**config.mk**
```make
export PLATFORM = sky130hd
export DESIGN_NAME = mux_rr_pipe
export DESIGN_NICKNAME = d
export VERILOG_FILES = /design/src/rtl/mux_pkg.sv /design/src/rtl/rr_arbiter.sv /design/src/rtl/mux_rr_pipe.sv
export SDC_FILE = /design/constraint.sdc
export NUM_CORES = 1
export LEC_CHECK = 0
export ABC_AREA = 1
export CAP_MARGIN = 20
export CELL_PAD_IN_SITES_DETAIL_PLACEMENT = 1
export CELL_PAD_IN_SITES_GLOBAL_PLACEMENT = 1
export CORE_UTILIZATION = 25
export DETAILED_ROUTE_END_ITERATION = 10
export GPL_TIMING_DRIVEN = 0
export MAX_ROUTING_LAYER = met4
export PLACE_DENSITY_LB_ADDON = 0.1
export SLEW_MARGIN = 10
export SYNTH_ARGS = -nofsm -noshare
export SYNTH_HDL_FRONTEND = slang
export SYNTH_HIERARCHICAL = 1
export SYNTH_SLANG_ARGS = --single-unit
```
**constraint.sdc**
```tcl
create_clock -name clk -period 2.1 [get_ports clk]
set_input_delay 0.315 -clock clk [delete_from_list [all_inputs] [get_ports clk]]
set_output_delay 0.315 -clock clk [all_outputs]
set_load 0.005 [all_outputs]
```
**src/rtl/mux_pkg.sv**
```systemverilog
// Shared constants and helpers for the registered round-robin multiplexer.
package mux_pkg;

  localparam logic MODE_FIXED = 1'b0;
  localparam logic MODE_RR    = 1'b1;

  // Index width for n items, never narrower than one bit.
  function automatic int clog2(input int n);
    int r;
    r = 0;
    while ((1 << r) < n) r++;
    return (r < 1) ? 1 : r;
  endfunction

endpackage

```
**src/rtl/rr_arbiter.sv**
```systemverilog
// Round-robin arbiter: the first valid channel at or after ptr wins, wrapping at NCH.
module rr_arbiter
  import mux_pkg::*;
#(
  parameter  int NCH  = 3,
  localparam int SELW = clog2(NCH)
) (
  input  logic [NCH-1:0]  valid,
  input  logic [SELW-1:0] ptr,
  output logic [NCH-1:0]  grant,
  output logic [SELW-1:0] idx,
  output logic            any
);

  always_comb begin
    grant = '0;
    idx   = '0;
    any   = 1'b0;
    // Upper segment [ptr, NCH-1] first, then the wrapped segment [0, ptr-1].
    for (int i = 0; i < NCH; i++) begin
      if (!any && valid[i] && (i >= int'(ptr))) begin
        any = 1'b1;
        idx = SELW'(i);
      end
    end
    for (int i = 0; i < NCH; i++) begin
      if (!any && valid[i] && (i < int'(ptr))) begin
        any = 1'b1;
        idx = SELW'(i);
      end
    end
    if (any) grant[idx] = 1'b1;
  end

endmodule

```
**src/rtl/mux_rr_pipe.sv**
```systemverilog
// N-channel registered multiplexer with valid/ready handshake on every channel
// and on the output, selecting either a fixed channel or round-robin.
module mux_rr_pipe
  import mux_pkg::*;
#(
  parameter  int WIDTH = 32,
  parameter  int NCH   = 3,
  localparam int SELW  = clog2(NCH)
) (
  input  logic                 clk,
  input  logic                 rst_n,
  input  logic [NCH*WIDTH-1:0] IN_DATA,
  input  logic [NCH-1:0]       IN_VALID,
  output logic [NCH-1:0]       IN_READY,
  input  logic                 MODE,
  input  logic [SELW-1:0]      S,
  output logic [WIDTH-1:0]     Y,
  output logic                 Y_VALID,
  input  logic                 Y_READY,
  output logic [SELW-1:0]      Y_SEL
);

  logic [SELW-1:0]  ptr;
  logic [NCH-1:0]   rr_grant, fix_grant, g_onehot;
  logic [SELW-1:0]  rr_idx, fix_idx, g_idx;
  logic             rr_any, fix_any, g_any;
  logic             load;
  logic [WIDTH-1:0] g_data;

  rr_arbiter #(.NCH(NCH)) u_rr_arbiter (
    .valid (IN_VALID),
    .ptr   (ptr),
    .grant (rr_grant),
    .idx   (rr_idx),
    .any   (rr_any)
  );

  // An out-of-range S matches no channel, so it simply yields no grant.
  always_comb begin
    fix_grant = '0;
    fix_any   = 1'b0;
    fix_idx   = S;
    for (int i = 0; i < NCH; i++) begin
      if ((S == SELW'(i)) && IN_VALID[i]) begin
        fix_any      = 1'b1;
        fix_grant[i] = 1'b1;
      end
    end
  end

  always_comb begin
    if (MODE == MODE_RR) begin
      g_any    = rr_any;
      g_idx    = rr_idx;
      g_onehot = rr_grant;
    end else begin
      g_any    = fix_any;
      g_idx    = fix_idx;
      g_onehot = fix_grant;
    end
  end

  always_comb begin
    g_data = '0;
    for (int i = 0; i < NCH; i++) begin
      if (g_idx == SELW'(i)) g_data = IN_DATA[i*WIDTH +: WIDTH];
    end
  end

  // rst_n gates load so that no producer is told its word was taken while in reset.
  assign load     = rst_n && (!Y_VALID || Y_READY);
  assign IN_READY = (load && g_any) ? g_onehot : '0;

  always_ff @(posedge clk or negedge rst_n) begin
    if (!rst_n) begin
      Y       <= '0;
      Y_VALID <= 1'b0;
      Y_SEL   <= '0;
      ptr     <= '0;
    end else if (load) begin
      if (g_any) begin
        Y       <= g_data;
        Y_SEL   <= g_idx;
        Y_VALID <= 1'b1;
        if (MODE == MODE_RR)
          ptr <= (int'(g_idx) == NCH - 1) ? '0 : g_idx + SELW'(1);
      end else begin
        Y_VALID <= 1'b0;
      end
    end
  end

endmodule

```
Word-level counts from Yosys, hierarchy flattened --
Cells that the tools add are included.
Word-level totals: register bits 37, input port bits 105, word-level logic and storage cells 74
Cells by class: add/subtract/negate cells 1, magnitude comparators 8, equal/unequal tests 5, mux-type cells 28, reductions and logical operators 28
Operators with widths (number):
- $mux 32 | 3
- $logic_and 1x1->1 | 17
- $mux 1 | 15
- $mux 2 | 6
- $mux 3 | 3
- $eq 2x2->1 const B | 3
- $logic_not 1->1 | 6
- $eq 2x1->1 const B | 2
- $ge 1x2->1 const A | 2
- $logic_not 2->1 | 2
- $lt 1x2->1 const A | 2
- $lt 2x3->1 const B | 1
- $reduce_and 3->1 | 1
- $add 2x1->2 const B | 1
- $demux 1 s2 | 1
- $ge 2x1->1 const B | 1
- $ge 2x2->1 const A | 1
- $lt 2x2->1 const A | 1
- $reduce_and 2->1 | 1
- $logic_or 1x1->1 | 1

Longest topological paths before layout --
Gate-level depths: netlist of run 1.
word-level depth 30, mapped depth 13, gate-level depth less buffers 13

Hierarchy --
The synthesis of run 1 kept the hierarchy.
Modules (own cells, without submodules):
- mux_rr_pipe | instances 1, cells each 340, area an instance 2292.2 um2
- rr_arbiter | instances 1, cells each 21, area an instance 113.9 um2

Worst setup path before layout of run 1 --
OpenSTA, ideal clock, no wires.
kind register to output, from register ptr[1], to output port IN_READY[0], arrival time 1.402 ns, data required time 1.785 ns, setup slack 0.383 ns, cell stages (with the launch flop) 10, path buffers 2, cells stage by stage dfrtp_1 -> a21oi_1 -> nand2_2 -> nand4_1 -> nand2_1 -> nand2_1 -> o21ai_2 -> buf_6 -> buf_6 -> a21oi_1
RTL lines:
- from (decl) | RTL line mux_rr_pipe.sv:23 | logic [SELW-1:0] ptr;
- from (signal assigned) | RTL line mux_rr_pipe.sv:86 | ptr <= (int'(g_idx) == NCH - 1) ? '0 : g_idx + SELW'(1);
- $ge 1x2->1 | RTL line rr_arbiter.sv:21 | if (!any && valid[i] && (i >= int'(ptr))) begin
- $logic_and 1x1->1 | RTL line rr_arbiter.sv:21
- $mux 1 | RTL line rr_arbiter.sv:21
- $logic_not 1->1 | RTL line rr_arbiter.sv:21
- $logic_and 1x1->1 (2 in a row) | RTL line rr_arbiter.sv:21
- $mux 1 | RTL line rr_arbiter.sv:21
- $logic_not 1->1 | RTL line rr_arbiter.sv:21
- $logic_and 1x1->1 (2 in a row) | RTL line rr_arbiter.sv:21
- [... 8 more ...]
- $mux 1 | RTL line rr_arbiter.sv:27 | if (!any && valid[i] && (i < int'(ptr))) begin
- $logic_not 1->1 | RTL line rr_arbiter.sv:27
- $logic_and 1x1->1 (2 in a row) | RTL line rr_arbiter.sv:27
- $mux 1 (*) | RTL line rr_arbiter.sv:27
- named net rr_any | RTL line mux_rr_pipe.sv:26 | logic rr_any, fix_any, g_any;
- $mux 3 / $mux 1 (equally long branches) | RTL line rr_arbiter.sv:32, mux_rr_pipe.sv:52
- $mux 3 / $logic_and 1x1->1 (equally long branches) | RTL line mux_rr_pipe.sv:52, mux_rr_pipe.sv:72
- $mux 3 (*) | RTL line mux_rr_pipe.sv:72 | assign IN_READY = (load && g_any) ? g_onehot : '0;
- to (decl) | RTL line mux_rr_pipe.sv:14 | output logic [NCH-1:0] IN_READY,
Mark *: on every way through the listed nets, which the timed path passes. The rest lies on a longest branch.

Worst setup path in the final report of run 1 --
from register ptr[1], to output port IN_READY[2]
Same word-level chain as after synthesis.

==> results.sh, run 1 <==
export IMPL_rsz0062_at_grt="true"
export IMPL_gp_congestion=0.823
export IMPL_hold_class="reg -> reg"
export IMPL_coreArea_um2=9280
export IMPL_start_kind="flip-flop"
export IMPL_clock_skew_final_ns=0.00636
export IMPL_place_area_um2=4010
export IMPL_avgViaCountPerCell=4.64
export IMPL_seq_area_frac_synth=0.385
export IMPL_total_power_mw=3.04
export IMPL_route_detailed_drc=0
export IMPL_clock_latency_ns=0.28
export IMPL_timing_slew_headroom=0.458
export IMPL_syn_to_final_growth_pct=78.4
export IMPL_start_util=0.259
export IMPL_die_area_um2=10000
export IMPL_clk_pin_slew_ns=0.08
export IMPL_yosysWarnings=6
export IMPL_cap_violations=0
export IMPL_cts_sinks=37
export IMPL_chipWidth_um=100
export IMPL_first_iter_violations=79
export IMPL_fillers=1189
export IMPL_wire_per_inst_um=15.4
export IMPL_crit_type="reg -> out"
export IMPL_grt_pass1_vias=3124
export IMPL_n_antenna_cell=0
export IMPL_cp_arrival_ns=1.79
export IMPL_synth_area_um2=2410
export IMPL_nNetsFinal=629
export IMPL_stdcell_count=653
export IMPL_p_per_area_nw_per_um2=709
export IMPL_synth_seq_cells=37
export IMPL_synth_cells=361
export IMPL_power_leakage_nw=2.03
export IMPL_worst_slew_pin_slew_ns=0.810
export IMPL_die_h_um=100
export IMPL_setup_ws_ns=-0.00150
export IMPL_post_route_period_util=1.00
export IMPL_final_core_util=0.462
export IMPL_clk_path_buf_depth=2
export IMPL_syn_avg_cell_area_um2=6.66
export IMPL_cts_tree="built"
export IMPL_wirelength_mm=10.0
export IMPL_cp_end_kind="output port"
export IMPL_timing_fmax_mhz=476
export IMPL_ctsHtreeMaxLevel=2
export IMPL_cp_required_ns=1.78
export IMPL_grt_max_degree=21
export IMPL_portBuffers=142
export IMPL_dp_cells=633
export IMPL_final_layout_size_suffix_gt1_frac=0.126
export IMPL_cts_root_buf="clkbuf_8"
export IMPL_cts_buffers=5
export IMPL_grt_pass1_wl_mm=15.6
export IMPL_ioPinCount=143
export IMPL_synth_distinct_cells=19
export IMPL_antenna_found_initial=0
export IMPL_fin_crit_ns=2.10
export IMPL_ant_nets=0
export IMPL_grt_total_usage=0.208
export IMPL_place_hpwl_mm=7.56
export IMPL_vias=3027
export IMPL_design_area_um2=4290
export IMPL_peakVddDrop_v=0.000257
export IMPL_status="complete, but fails checks"
export IMPL_final_setup_viol_count=1
export IMPL_first_pass_iters=4
export IMPL_cp_max_fo=5
export IMPL_rows=35
export IMPL_drv_slew=0
export IMPL_hold_viol=0
export IMPL_grt_ovfl_total=0
export IMPL_violations="setup timing"
export IMPL_synth_nets=466
worst max-delay path: stages (launching register included):
cell     delay (ns)
dfrtp_2        0.46
nor2_1         0.11
nand2_1        0.08
nand2_2        0.09
nand4_1        0.12
nand2_2        0.11
nand2_2        0.06
o21ai_2        0.17
buf_6          0.14
a21oi_2        0.03
buf_2          0.12
cell usage after synthesis:
cell     instances  share of area
nand2_1        159           0.25
nand3_1         98           0.20
dfrtp_1         37           0.38
buf_2           13          0.027
inv_1           10          0.016
nor2_1           9          0.014
buf_6            6          0.028
a21oi_1          4         0.0083
inv_2            4         0.0062
nand2_2          4          0.010
buf_4            3         0.0094
o21ai_0          3         0.0062
o21ai_1          3         0.0062
nand4_1          2         0.0052
nor2_4           2         0.0094
a21oi_4          1         0.0068
nand3_2          1         0.0042
nor2_2           1         0.0026
o21ai_2          1         0.0036
cells by family (layout without fill, tap and decap cells):
logic type / count (synthesis) / in the layout / synth area share
AO/OA/AOI/OAI: 12 / 12 / 0.0312
AND/OR/NAND/NOR: 276 / 276 / 0.498
flip-flops: 37 / 37 / 0.385
buffers and inverters: 36 / 199 / 0.0863
worst paths after layout:
path,startpoint,to,slack (ns),cells past startpoint
worst min register to register,Y[17]$_DFFE_PN0P_,Y[17]$_DFFE_PN0P_,0.48,2
worst min-delay path,Y[17]$_DFFE_PN0P_,Y[17]$_DFFE_PN0P_,0.48,2
min in group asynchronous,rst_n,Y[28]$_DFFE_PN0P_,0.55,3
worst max-delay path,ptr[1]$_DFFE_PN0P_,IN_READY[2],-0.002,10
max in group asynchronous,rst_n,Y[2]$_DFFE_PN0P_,0.90,2
worst max register to register,ptr[1]$_DFFE_PN0P_,Y[21]$_DFFE_PN0P_,0.10,13
cell usage in the layout (no fill, tap or decap), types with 2 or more instances in the layout:
| cell type | n |
|---|---|
| inv_2 | 4 |
| clkbuf_8 | 6 |
| dlygate4sd2_1 | 3 |
| nor2_1 | 9 |
| nand2_2 | 5 |
| buf_2 | 7 |
| inv_1 | 10 |
| nand2_4 | 2 |
| nor2_4 | 3 |
| nand4_1 | 2 |
| o21ai_2 | 2 |
| nand2_1 | 156 |
| o21ai_0 | 3 |
| a21oi_2 | 2 |
| dfrtp_1 | 36 |
| buf_4 | 14 |
| dlygate4sd3_1 | 2 |
| o21ai_1 | 2 |
| buf_6 | 12 |
| nand3_1 | 98 |
| a21oi_4 | 2 |
| clkdlybuf4s50_1 | 135 |
layer usage:
metal | share of wire | track usage
met3 | 0.042 | 0.0320
met1 | 0.45 | 0.256
met2 | 0.50 | 0.367
met4 | 0.0050 | 0.0379
met5 | 0 | -
report_power, final:
part           leakage, nW  internal (mW)  switching (mW)
logic                 1.51          0.818           0.676
clock network       0.0443          0.261           0.256
registers            0.470          0.912           0.120
total                 2.03           1.99            1.05
state kept, by name (all words and copies together) (netlist names):
register / count
Y: 32
Y_SEL: 2
Y_VALID: 1
ptr: 2
repair_timing:
action / CTS / global route
pin swaps: 6 / 10
hold buffers: 2 / 0
gates cloned: 0 / 0
resized for setup: 20 / 27
hold endpoints to repair: 17 / 0
setup buffers: 9 / 4
endpoints found under the setup margin: 36 / 35
layout make-up:
cell class                 count  area [um2]  share of cell area
inverter                      14        52.6              0.0122
timing repair buffer         157        1560               0.363
clock buffer                   7        86.3              0.0201
sequential                    37         927               0.216
multi-input combinational    288        1320               0.307
buffer                        21         190              0.0443
tap                          129         161              0.0376
stage by stage:
step           worst slack (ns)  hold slack [ns]  setup TNS (ns)
6_report               -0.00150            0.479        -0.00150
5_1_grt                  -0.133            0.508          -0.494
4_1_cts                 -0.0319            0.484         -0.0556
3_5_place_dp             -0.781            0.293          -15.40
3_3_place_gp              -2.21            0.461          -72.04
2_1_floorplan             0.383           0.0194               0
No activity file was read; power rests on OpenSTA's default activity.
==> run 2: changes to the inputs <==
Settings changed: CTS_CLUSTER_SIZE from default to 14.
==> results of run 2 <==
The final DEF is identical to that of run 1; final timing and power are the same.
==> run 3: changes to the inputs <==
Settings changed: SYNTH_HIERARCHICAL 1 to default.
==> run 3 against run 2 <==
Net effect: the flow still finishes with violations (setup timing); sequential share of layout area decreased by 0.87 points; register-to-register slack improved by 0.03 ns; hold slack got worse by 0.44 ns; global-route usage decreased by 0.57 points; first-iteration DRC count increased by 6.3%; maximum frequency decreased by 0.63%; routed wire length decreased by 1.6%; flip-flop and latch count unchanged; core utilization increased by 1.2 points; total power increased by 7.7%; area after synthesis increased by 2.8%; largest cell class unchanged; largest power group unchanged.
==> results.sh, run 3 <==
export IMPL_async_reset_ff_frac=1.00
export IMPL_worst_slew_pin_slew_ns=0.725
export IMPL_cap_violations=0
export IMPL_top_register="Y"
export IMPL_setup_ws_ns=-0.0148
export IMPL_design_area_um2=4470
export IMPL_drv_slew=0
export IMPL_final_common_cell="nand2_1"
export IMPL_p_per_area_nw_per_um2=734
export IMPL_pwr_share_comb=0.480
export IMPL_total_power_mw=3.28
export IMPL_synth_distinct_cells=23
export IMPL_portBuffers=141
export IMPL_rows=35
export IMPL_n_antenna_cell=0
export IMPL_grt_pass1_wl_mm=15.5
export IMPL_fin_crit_ns=2.11
export IMPL_grt_total_usage=0.203
export IMPL_ioPinCount=143
export IMPL_power_switching_mw=1.09
export IMPL_wire_per_inst_um=14.4
export IMPL_crit_end="IN_READY[0]"
export IMPL_crit_type="reg -> out"
export IMPL_wirelength_mm=9.88
export IMPL_cts_buffers=5
export IMPL_rrSetupSlack_ns=0.13
export IMPL_clock_skew_final_ns=0.00779
export IMPL_reg2reg_from="ptr[0]$_DFFE_PN0P_"
export IMPL_syn_avg_cell_area_um2=6.44
export IMPL_synth_top_area_frac=0.374
export IMPL_timing_fmax_mhz=473
export IMPL_synth_area_top_cells="dfrtp_1 (37%), nand2_1 (22%), nand3_1 (14%)"
export IMPL_clk_pin_slew_ns=0.08
export IMPL_cp_max_fo=3
export IMPL_peakVddDrop_v=0.000262
export IMPL_synth_area_um2=2470
export IMPL_first_iter_violations=84
export IMPL_gp_congestion=0.778
export IMPL_clk_path_buf_depth=2
export IMPL_route_detailed_drc=0
export IMPL_seq_power_share=0.320
export IMPL_antenna_found_initial=0
export IMPL_yosysMostFrequentCell="nand2_1"
export IMPL_hold_class="in -> async"
export IMPL_mostFrequentLayoutCells="nand2_1 (143), clkdlybuf4s50_1 (132), nand3_1 (71)"
export IMPL_swShare=0.331
export IMPL_synth_commonest_cells="nand2_1 (147), nand3_1 (71), inv_1 (50)"
export IMPL_reg_top3="Y: 32 flops, Y_SEL: 2 flops, ptr: 2 flops"
export IMPL_final_core_util=0.475
export IMPL_cp_arrival_ns=1.80
export IMPL_start_util=0.263
export IMPL_nNetsFinal=662
export IMPL_grt_ovfl_total=0
export IMPL_synthFlopType="dfrtp_1"
export IMPL_final_setup_viol_count=1
export IMPL_rsz0062_at_grt="true"
export IMPL_first_pass_iters=4
export IMPL_grt_pass1_vias=3102
export IMPL_stdcell_count=687
export IMPL_largest_reg_flops=32
export IMPL_ant_nets=0
export IMPL_p_int_mw=2.19
export IMPL_cts_root_buf="clkbuf_8"
export IMPL_place_area_um2=4060
export IMPL_vias=3095
export IMPL_violations="setup timing"
export IMPL_post_route_period_util=1.01
export IMPL_die_area_um2=10300
export IMPL_cts_tree="built"
export IMPL_avgViaCountPerCell=4.51
export IMPL_cts_sinks=37
export IMPL_die_h_um=101
export IMPL_yosysWarnings=0
export IMPL_timing_slew_headroom=0.515
export IMPL_synth_nets=489
export IMPL_hold_viol=0
export IMPL_place_hpwl_mm=7.27
export IMPL_power_leakage_nw=2.26
export IMPL_cp_end_kind="output port"
export IMPL_r2r_end="Y[12]$_DFFE_PN0P_"
export IMPL_synth_edff_count=0
export IMPL_clock_latency_ns=0.29
export IMPL_ctsHtreeMaxLevel=2
export IMPL_coreArea_um2=9420
export IMPL_cp_required_ns=1.78
export IMPL_clock_power_share=0.200
export IMPL_status="complete, but fails checks"
export IMPL_dp_cells=655
export IMPL_chipWidth_um=101
export IMPL_crit_start="ptr[1]$_DFFE_PN0P_"
export IMPL_seq_area_frac_synth=0.374
export IMPL_rr_worst_depth=15
export IMPL_synth_seq_cells=37
export IMPL_start_kind="flip-flop"
export IMPL_synth_cells=384
export IMPL_grt_max_degree=24
export IMPL_yosys_area_top_type="dfrtp_1"
export IMPL_final_layout_size_suffix_gt1_frac=0.142
export IMPL_syn_to_final_growth_pct=80.7
-- run 3: per-stage QoR --
step,hold slack [ns],TNS [ns],setup WS [ns]
detailed placement,0.271,-10.46,-0.903
floorplan,0.0194,0,0.375
CTS,0.0455,-0.0327,-0.0327
global route,0.0412,-0.396,-0.106
global placement,0.462,-75.67,-2.21
finish,0.0415,-0.0148,-0.0148
-- run 3: worst max-delay path, cell delays in order (launching register included) --
cell     delay [ns]
dfrtp_1        0.41
a21oi_2        0.18
nand2_2        0.08
nand3_1        0.09
nand2_2        0.08
a21oi_4        0.25
nand2_4        0.07
buf_6          0.13
nor3_4         0.09
buf_2          0.13
-- run 3: power by group through the flow --
stage	Combinational (mW)	Sequential [mW]	Clock, mW
2_1_floorplan	0.575	1.07	0
3_3_place_gp	1.40	1.06	0
3_5_place_dp	1.43	1.06	0
4_1_cts	1.51	1.05	0.672
5_1_grt	1.74	1.07	0.706
6_report	1.57	1.05	0.657
-- run 3: how the worst min path moves through the flow --
| stage | cells after the start | slack [ns] | startpoint | endpoint |
|---|---|---|---|---|
| after detailed placement | 1 | 0.27 | rst_n | Y[30]$_DFFE_PN0P_ |
| after CTS | 3 | 0.05 | rst_n | Y[28]$_DFFE_PN0P_ |
| after global routing | 3 | 0.04 | rst_n | Y[28]$_DFFE_PN0P_ |
| after floorplan | 0 | 0.02 | rst_n | Y[0]$_DFFE_PN0P_ |
| after global placement | 2 | 0.46 | Y[25]$_DFFE_PN0P_ | Y[25]$_DFFE_PN0P_ |
| final | 3 | 0.04 | rst_n | Y[28]$_DFFE_PN0P_ |
-- run 3: final cells by class --
| type | count | area [um2] |
|---|---|---|
| buffer | 18 | 153 |
| clock buffer | 7 | 86.3 |
| clock inverter | 1 | 30.0 |
| fill | 1183 | 4950 |
| inverter | 53 | 201 |
| multi-input combinational | 272 | 1260 |
| sequential | 37 | 926 |
| tap | 129 | 161 |
| timing repair buffer | 170 | 1650 |
-- run 3: cell families after synthesis --
family,count (synthesis),share of synthesized area
compound gates,33,0.0774
flops,37,0.374
simple gates,239,0.414
buf+inv,75,0.134
-- run 3: timing repair --
action	in CTS	in global routing
pin swaps	7	11
setup endpoints to repair	3	26
resized for setup	36	19
hold buffers	2	0
setup buffers	13	13
endpoints found under the hold margin	14	0
-- run 3: routing by layer --
metal	global-route usage	part of all wire
met1	0.244	0.44
met2	0.353	0.50
met3	0.0400	0.053
met4	0.0368	0.0060
met5	-	0
